## config.mk

```make
export PLATFORM = sky130hd
export DESIGN_NAME = hazard_ctl
export DESIGN_NICKNAME = d
export VERILOG_FILES = /design/src/rtl/hazard_ctl_pkg.sv /design/src/rtl/hazard_ctl_md_timer.sv /design/src/rtl/hazard_ctl.sv
export SDC_FILE = /design/constraint.sdc
export NUM_CORES = 1
export LEC_CHECK = 0
export ABC_AREA = 1
export CORE_MARGIN = 5
export CORE_UTILIZATION = 40
export DETAILED_ROUTE_END_ITERATION = 10
export PLACE_DENSITY = 0.87
export SYNTH_ARGS = -nofsm -noshare
export SYNTH_HDL_FRONTEND = slang
export SYNTH_HIERARCHICAL = 1
export SYNTH_SLANG_ARGS = --single-unit
```

## constraint.sdc

```tcl
create_clock -name clk -period 2.29 [get_ports clk]
set_input_delay 0.458 -clock clk [delete_from_list [all_inputs] [get_ports clk]]
set_output_delay 0.458 -clock clk [all_outputs]
set_load 0.02 [all_outputs]
```

## src/rtl/hazard_ctl_pkg.sv

```systemverilog
// Shared constants for the pipeline hazard controller: register "none" code,
// md timer state encoding and default mult/div latency.
package hazard_ctl_pkg;
  // $zero is never a real dependency, so it doubles as the "no register" code.
  localparam logic [4:0] RNONE  = 5'd0;
  localparam int         MD_LAT = 4;

  typedef enum logic {
    HZ_RUN    = 1'b0,
    HZ_MDWAIT = 1'b1
  } hzState_t;
endpackage

```

## src/rtl/hazard_ctl_md_timer.sv

```systemverilog
// Mult/div busy timer: RUN/MDWAIT FSM with a countdown that holds while the
// pipeline is frozen.
module md_timer
  import hazard_ctl_pkg::*;
#(
  parameter int MD_LAT = hazard_ctl_pkg::MD_LAT,
  parameter int CNT_W  = 4
) (
  input  logic clk,
  input  logic rst_n,
  input  logic start,
  input  logic hold,
  output logic busy
);
  hzState_t           state, stateNext;
  logic [CNT_W-1:0]   cnt, cntNext;

  always_ff @(posedge clk or negedge rst_n) begin
    if (!rst_n) begin
      state <= HZ_RUN;
      cnt   <= '0;
    end else begin
      state <= stateNext;
      cnt   <= cntNext;
    end
  end

  always_comb begin
    stateNext = state;
    cntNext   = cnt;
    case (state)
      HZ_RUN: begin
        if (start && !hold) begin
          stateNext = HZ_MDWAIT;
          cntNext   = CNT_W'(MD_LAT - 1);
        end
      end
      HZ_MDWAIT: begin
        // A start seen here is impossible with D stalled; it is simply dropped.
        if (!hold) begin
          if (cnt == CNT_W'(1)) begin
            stateNext = HZ_RUN;
            cntNext   = '0;
          end else begin
            cntNext = cnt - CNT_W'(1);
          end
        end
      end
      default: begin
        stateNext = HZ_RUN;
        cntNext   = '0;
      end
    endcase
  end

  assign busy = (state == HZ_MDWAIT);
endmodule

```

## src/rtl/hazard_ctl.sv

```systemverilog
// Stall/bubble control for the 5-stage pipeline: load-use, HI/LO busy,
// branch mispredict and halt, resolved in fixed priority.
module hazard_ctl
  import hazard_ctl_pkg::*;
#(
  parameter int MD_LAT = hazard_ctl_pkg::MD_LAT,
  parameter int CNT_W  = 4
) (
  input  logic       clk,
  input  logic       rst_n,
  input  logic [4:0] d_srcA,
  input  logic [4:0] d_srcB,
  input  logic [4:0] E_dstM,
  input  logic       d_use_hilo,
  input  logic       d_md_op,
  input  logic       E_md_op,
  input  logic       e_mispred,
  input  logic       W_halt,
  output logic       F_stall,
  output logic       D_stall,
  output logic       D_bubble,
  output logic       E_bubble,
  output logic       md_busy,
  output logic       halted
);
  logic haltedQ;
  logic freeze;
  logic loadUse;
  logic mdHazard;

  always_ff @(posedge clk or negedge rst_n) begin
    if (!rst_n)      haltedQ <= 1'b0;
    else if (W_halt) haltedQ <= 1'b1;
  end

  assign freeze = W_halt || haltedQ;
  assign halted = haltedQ;

  md_timer #(.MD_LAT(MD_LAT), .CNT_W(CNT_W)) uTimer (
    .clk   (clk),
    .rst_n (rst_n),
    .start (E_md_op),
    .hold  (freeze),
    .busy  (md_busy)
  );

  assign loadUse  = (E_dstM != RNONE) && (E_dstM == d_srcA || E_dstM == d_srcB);
  // The op sitting in E is about to occupy HI/LO, so it already blocks readers.
  assign mdHazard = (md_busy || E_md_op) && (d_use_hilo || d_md_op);

  always_comb begin
    F_stall  = 1'b0;
    D_stall  = 1'b0;
    D_bubble = 1'b0;
    E_bubble = 1'b0;
    if (freeze) begin
      F_stall = 1'b1;
      D_stall = 1'b1;
    end else if (e_mispred) begin
      // D holds a wrong-path instruction, so its hazards are irrelevant.
      D_bubble = 1'b1;
      E_bubble = 1'b1;
    end else if (loadUse || mdHazard) begin
      F_stall  = 1'b1;
      D_stall  = 1'b1;
      E_bubble = 1'b1;
    end
  end
endmodule

```

-- After elaboration in Yosys (flattened, before gate mapping)
Cells that the tools add are included.
- bits in registers: 6
- input port bits: 22
- output and inout port bits: 6
- logic and storage cells: 36
- add/subtract/negate cells: 1
- eq/ne operators: 5
- multiplexer cells: 15
- bitwise logic cells: 1
- reductions and logical operators: 11
- operators with widths (operator ; count):
    4-bit 2-to-1 mux ; 3
    5-bit equality test ; 2
    1-bit 2-to-1 mux ; 10
    4-bit one-hot mux with 2 select lines ; 1
    1-bit logical OR ; 5
    5-bit nonzero test ; 1
    4-bit by 1-bit equality test with 1-bit output (second input constant) ; 1
    4-bit by 1-bit subtractor with 4-bit output (second input constant) ; 1
    1-bit logical AND ; 3
    2-bit by 1-bit != test with 1-bit output (second input constant) ; 1
    2-bit != test (second input constant) ; 1
    1-bit one-hot mux with 2 select lines ; 1
    2-bit AND reduction ; 1
    1-bit logical NOT ; 1
    1-bit inverter ; 1

-- Longest topological paths before layout
Gate-level depths: netlist of the first run.
- depth after elaboration: 7
- gate-level depth with buffers: 11
- mapped depth without buffers: 10

-- Cells and area by module
Netlist of the first run, hierarchy kept.
- modules (own cells, without submodules) (module ; instances ; cells each ; area an instance (um^2) ; sequential area each (um^2)):
    md_timer ; 1 ; 40 ; 305.3 ; 125.1
    hazard_ctl ; 1 ; 62 ; 282.8 ; 25.0

-- Worst setup path after synthesis of the first run
Ideal clock, no wire load.
- kind: input -> output
- start: in d_srcB[4]
- end: out F_stall
- arrival: 1281 ps
- required time: 1832 ps
- path slack: 551 ps
- stages on the path: 11
- path buffers: 1
- cell sequence: inv_1 nand2_1 nand2_1 nor2_2 nand3_1 nand2_1 nand2_1 nand2_1 nand2_1 nand2_1 buf_4
- cells in the longest elaborated chain, start to end: 7
- ends and longest elaborated chain (element ; RTL line ; text):
    start, declared ; hazard_ctl.sv:12 ; input logic [4:0] d_srcB,
    5-bit equality test ; hazard_ctl.sv:47 ; assign loadUse = (E_dstM != RNONE) && (E_dstM == d_srcA || E_dstM == d_srcB);
    1-bit logical OR ; hazard_ctl.sv:47 ;
    1-bit logical AND ; hazard_ctl.sv:47 ;
    1-bit logical OR ; hazard_ctl.sv:63 ; end else if (loadUse || mdHazard) begin
    1-bit 2-to-1 mux (3 in a row) ; - ;
    end, declared ; hazard_ctl.sv:19 ; output logic F_stall,
Every way passes these cells.

-- Worst setup path in the final report of the first run
- start: in d_srcA[1]
- end: out D_stall
- cells in the longest elaborated chain, start to end: 7
- ends and longest elaborated chain (element ; RTL line ; text):
    start, declared ; hazard_ctl.sv:11 ; input logic [4:0] d_srcA,
    5-bit equality test ; hazard_ctl.sv:47 ;
    1-bit logical OR ; hazard_ctl.sv:47 ;
    1-bit logical AND ; hazard_ctl.sv:47 ;
    1-bit logical OR ; hazard_ctl.sv:63 ;
    1-bit 2-to-1 mux ; hazard_ctl.sv:63 ;
    1-bit 2-to-1 mux ; hazard_ctl.sv:59 ; end else if (e_mispred) begin
    1-bit 2-to-1 mux ; hazard_ctl.sv:56 ; if (freeze) begin
    end, declared ; hazard_ctl.sv:20 ; output logic D_stall,
Every way passes these cells.

==> results of run 1 <==
cells by family after synthesis:
group,after synthesis
AND/OR/NAND/NOR,60
flip-flops,6
adder cells (fa/ha/maj),2
buffers and inverters,26
AO/OA/AOI/OAI,6
XOR/XNOR,2
power groups by stage:
stage / Combinational, mW / Clock (mW) / Sequential (mW)
after floorplan: 0.0344 / 0 / 0.112
after CTS: 0.0905 / 0.104 / 0.112
after detailed placement: 0.0902 / 0 / 0.113
after global placement: 0.0866 / 0 / 0.113
final: 0.0913 / 0.0995 / 0.112
after global routing: 0.0987 / 0.111 / 0.112
worst max-delay path: cells and delay by family:
kind / cells / cell delay, ns
buffers and inverters: 3 / 0.64
and+or+nand+nor: 9 / 0.63
worst paths after layout:
check                                                from  depth (start not counted)                         to  slack, ns
worst min register to register  uTimer/cnt[3]$_DFFE_PN0P_                          2  uTimer/cnt[3]$_DFFE_PN0P_       0.58
min in group clk                uTimer/cnt[3]$_DFFE_PN0P_                          2  uTimer/cnt[3]$_DFFE_PN0P_       0.58
worst min-delay path                                rst_n                          1  uTimer/cnt[2]$_DFFE_PN0P_       0.46
max in group asynchronous                           rst_n                          1         halted$_DFFE_PN0P_       1.59
worst max-delay path                            d_srcA[1]                         12                    D_stall        0.1
worst max register to register         halted$_DFFE_PN0P_                          8  uTimer/cnt[3]$_DFFE_PN0P_       1.02
flip-flops by register name, summed over array words and instances, names as in the netlist:
| register | flops |
|---|---|
| halted | 1 |
| uTimer/busy | 1 |
| uTimer/cnt | 4 |
area by class of cell:
type                       count  area [µm²]
inverter                      25       93.84
sequential                     6       150.1
timing repair buffer          33       332.8
multi-input combinational     70       341.6
tap                           15       18.77
fill                         110       390.4
clock buffer                   3       22.52
routing by layer:
metal  up-vias  GRT usage
met5         -          0
li1        369          -
met4         0    0.09217
met2        40     0.3196
met3        12    0.06116
met1       340     0.1410
layout by cell type, fill, tap and decap left out, types with 3 or more instances in the layout:
cell,instances
nand3_1,4
nor2_1,10
nand2_2,4
a21oi_1,3
clkbuf_4,3
buf_4,7
nor2_2,4
dfrtp_1,6
nand2_1,36
inv_2,5
dlymetal6s2s_1,7
clkdlybuf4s50_1,17
inv_1,18
what timing repair did:
item / 4_1_cts / 5_1_grt
pin swaps: 0 / 2
buffers inserted: 0 / 0
resized for setup: 12 / 14
setup endpoints to repair: 3 / 4
==> flow_summary.json, run 1 <==
{
  "status": "completed",
  "fin_ws_ns": 0.09875,
  "pwr-share-clk": 0.329,
  "path_common_cell": "nand2_1",
  "htree_levels": 1,
  "drt_wl_total_um": 2022,
  "root_buffer": "clkbuf_4",
  "max_stage_delay_ns": 0.48,
  "swShare": 0.2731,
  "overflow": 0,
  "synth_top_family_by_area": "simple AND/OR/NAND/NOR gates",
  "fin_nets": 163,
  "synthArstFlopShare": 1.000,
  "total_power_mw": 0.3026,
  "crit_required_ns": 1.83,
  "dr_wl_met2_um": 1114,
  "drt_first_iter_violations": 25,
  "fin_crit_ns": 2.191,
  "whs_ns": 0.4594,
  "grt_usage": 0.1659,
  "grt_start_max_net_pins": 7,
  "diodes": 0,
  "instances_no_fill": 152,
  "antenna_found_initial": 0,
  "yosys-top-cells-area": "dfrtp_1 26%, nand2_1 24%, inv_1 11%, nor2_1 7.0%, ha_1 4.3%",
  "synth_xor_area_frac": 0.02979,
  "maxSlewViolCount": 0,
  "p_int_mw": 0.2199,
  "placed_cell_area_um2": 914.6,
  "synth_most_common_cell": "nand2_1",
  "die-area_um2": 2337,
  "cts-hold-fix-buffers": 0,
  "synth_compound_area_frac": 0.06596,
  "fp.dieW_um": 48.34,
  "cts_max_path_buffers": 2,
  "fmax_ghz": 0.4564,
  "synthSimpleGateAreaFrac": 0.4340,
  "power_frac_seq": 0.369,
  "synth_nets": 126,
  "crit_chain": "clkdlybuf4s50_1 -> inv_1 -> nand2_1 -> nand2_1 -> nor2_2 -> nand3_1 -> nand2_1 -> nand2_1 -> nand2_1 -> nand2_1 -> nand2_2 -> buf_6",
  "clk-insertion-delay-late_ns": 0.25,
  "final_area_um2": 959.7,
  "yosysTopAreaCell": "dfrtp_1",
  "via_count": 761,
  "cp_max_fo": 2,
  "drc": 0,
  "maxSlewHeadroom": 0.7973,
  "path_clk_slew_ns": 0.05,
  "timing.final.crit_share": 0.9569,
  "numCtsBuffers": 3,
  "syn_inst": 102,
  "grt_pass1_vias": 724,
  "slowest_stage": "clkdlybuf4s50_1",
  "io_pins": 28,
  "finalSetupViolations": 0,
  "dp_hpwl_um": 1660,
  "finish.utilization": 0.7108,
  "synth_area_um2": 588.1,
  "syn_avg_cell_area_um2": 5.765,
  "maxCapViolCount": 0,
  "coreArea_um2": 1350,
  "port_buffers": 27,
  "synth_top_area_share": 0.2553,
  "wl_met1_um": 647,
  "dr.pass1.iters": 4,
  "irDropWorstVdd_mv": 0.3562,
  "grt_pass1_wl_um": 3015,
  "synth_edf_count": 0,
  "synth_common_cells": "37 x nand2_1, 18 x inv_1, 11 x nor2_1",
  "start_util": 0.4356,
  "leakage_nw": 0.5842,
  "p_comb_frac": 0.302,
  "synthAdderAreaFrac": 0.04255,
  "crit_type": "input pin to output pin",
  "ys_ff_latch": 6,
  "routedWlPerCell_um": 13.30,
  "synth.distinct_cells": 18,
  "place_ws_ns": -0.4316,
  "ys_warn_count": 6,
  "cts_tree": "yes",
  "hold_class": "input pin to asynchronous set/reset pin",
  "dp.cells": 149,
  "arrival_ns": 1.73,
  "muxShareOfSynthArea": 0,
  "wl_met3_um": 144,
  "viasPerCell": 5.007,
  "finClkSkew_ns": 0.01094,
  "cts.sinks": 6,
  "synth_ff_type": "dfrtp_1",
  "num_rows": 13,
  "drive_gt1_frac": 0.1971,
  "p_per_area_nw_per_um2": 315.3,
  "p_sw_mw": 0.08263,
  "die_y_um": 48.34,
  "area_growth_pct": 63.19,
  "hold_viol_final": 0,
  "critPathCaptureType": "output pin",
  "synth_seq_area_share": 0.2553,
  "final_antenna_net_count": 0,
  "top_layer": "met4",
  "critPathLaunchType": "input pin",
  "gp_congestion": 0.8728,
  "tightest_slew_ns": 0.3031,
  "setup_tns_ns": 0
}
Power figures use the tool's default switching activity.
==> inputs of run 2 (changes only) <==
--- a/config.mk
+++ b/config.mk
@@ -8,6 +8,7 @@
 export ABC_AREA = 1
 export CORE_MARGIN = 5
 export CORE_UTILIZATION = 40
+export CTS_CLUSTER_DIAMETER = 150
 export DETAILED_ROUTE_END_ITERATION = 10
 export PLACE_DENSITY = 0.87
 export SYNTH_ARGS = -nofsm -noshare
==> results of run 2 <==
No change in the layout: final DEF, timing and power equal those of run 1.
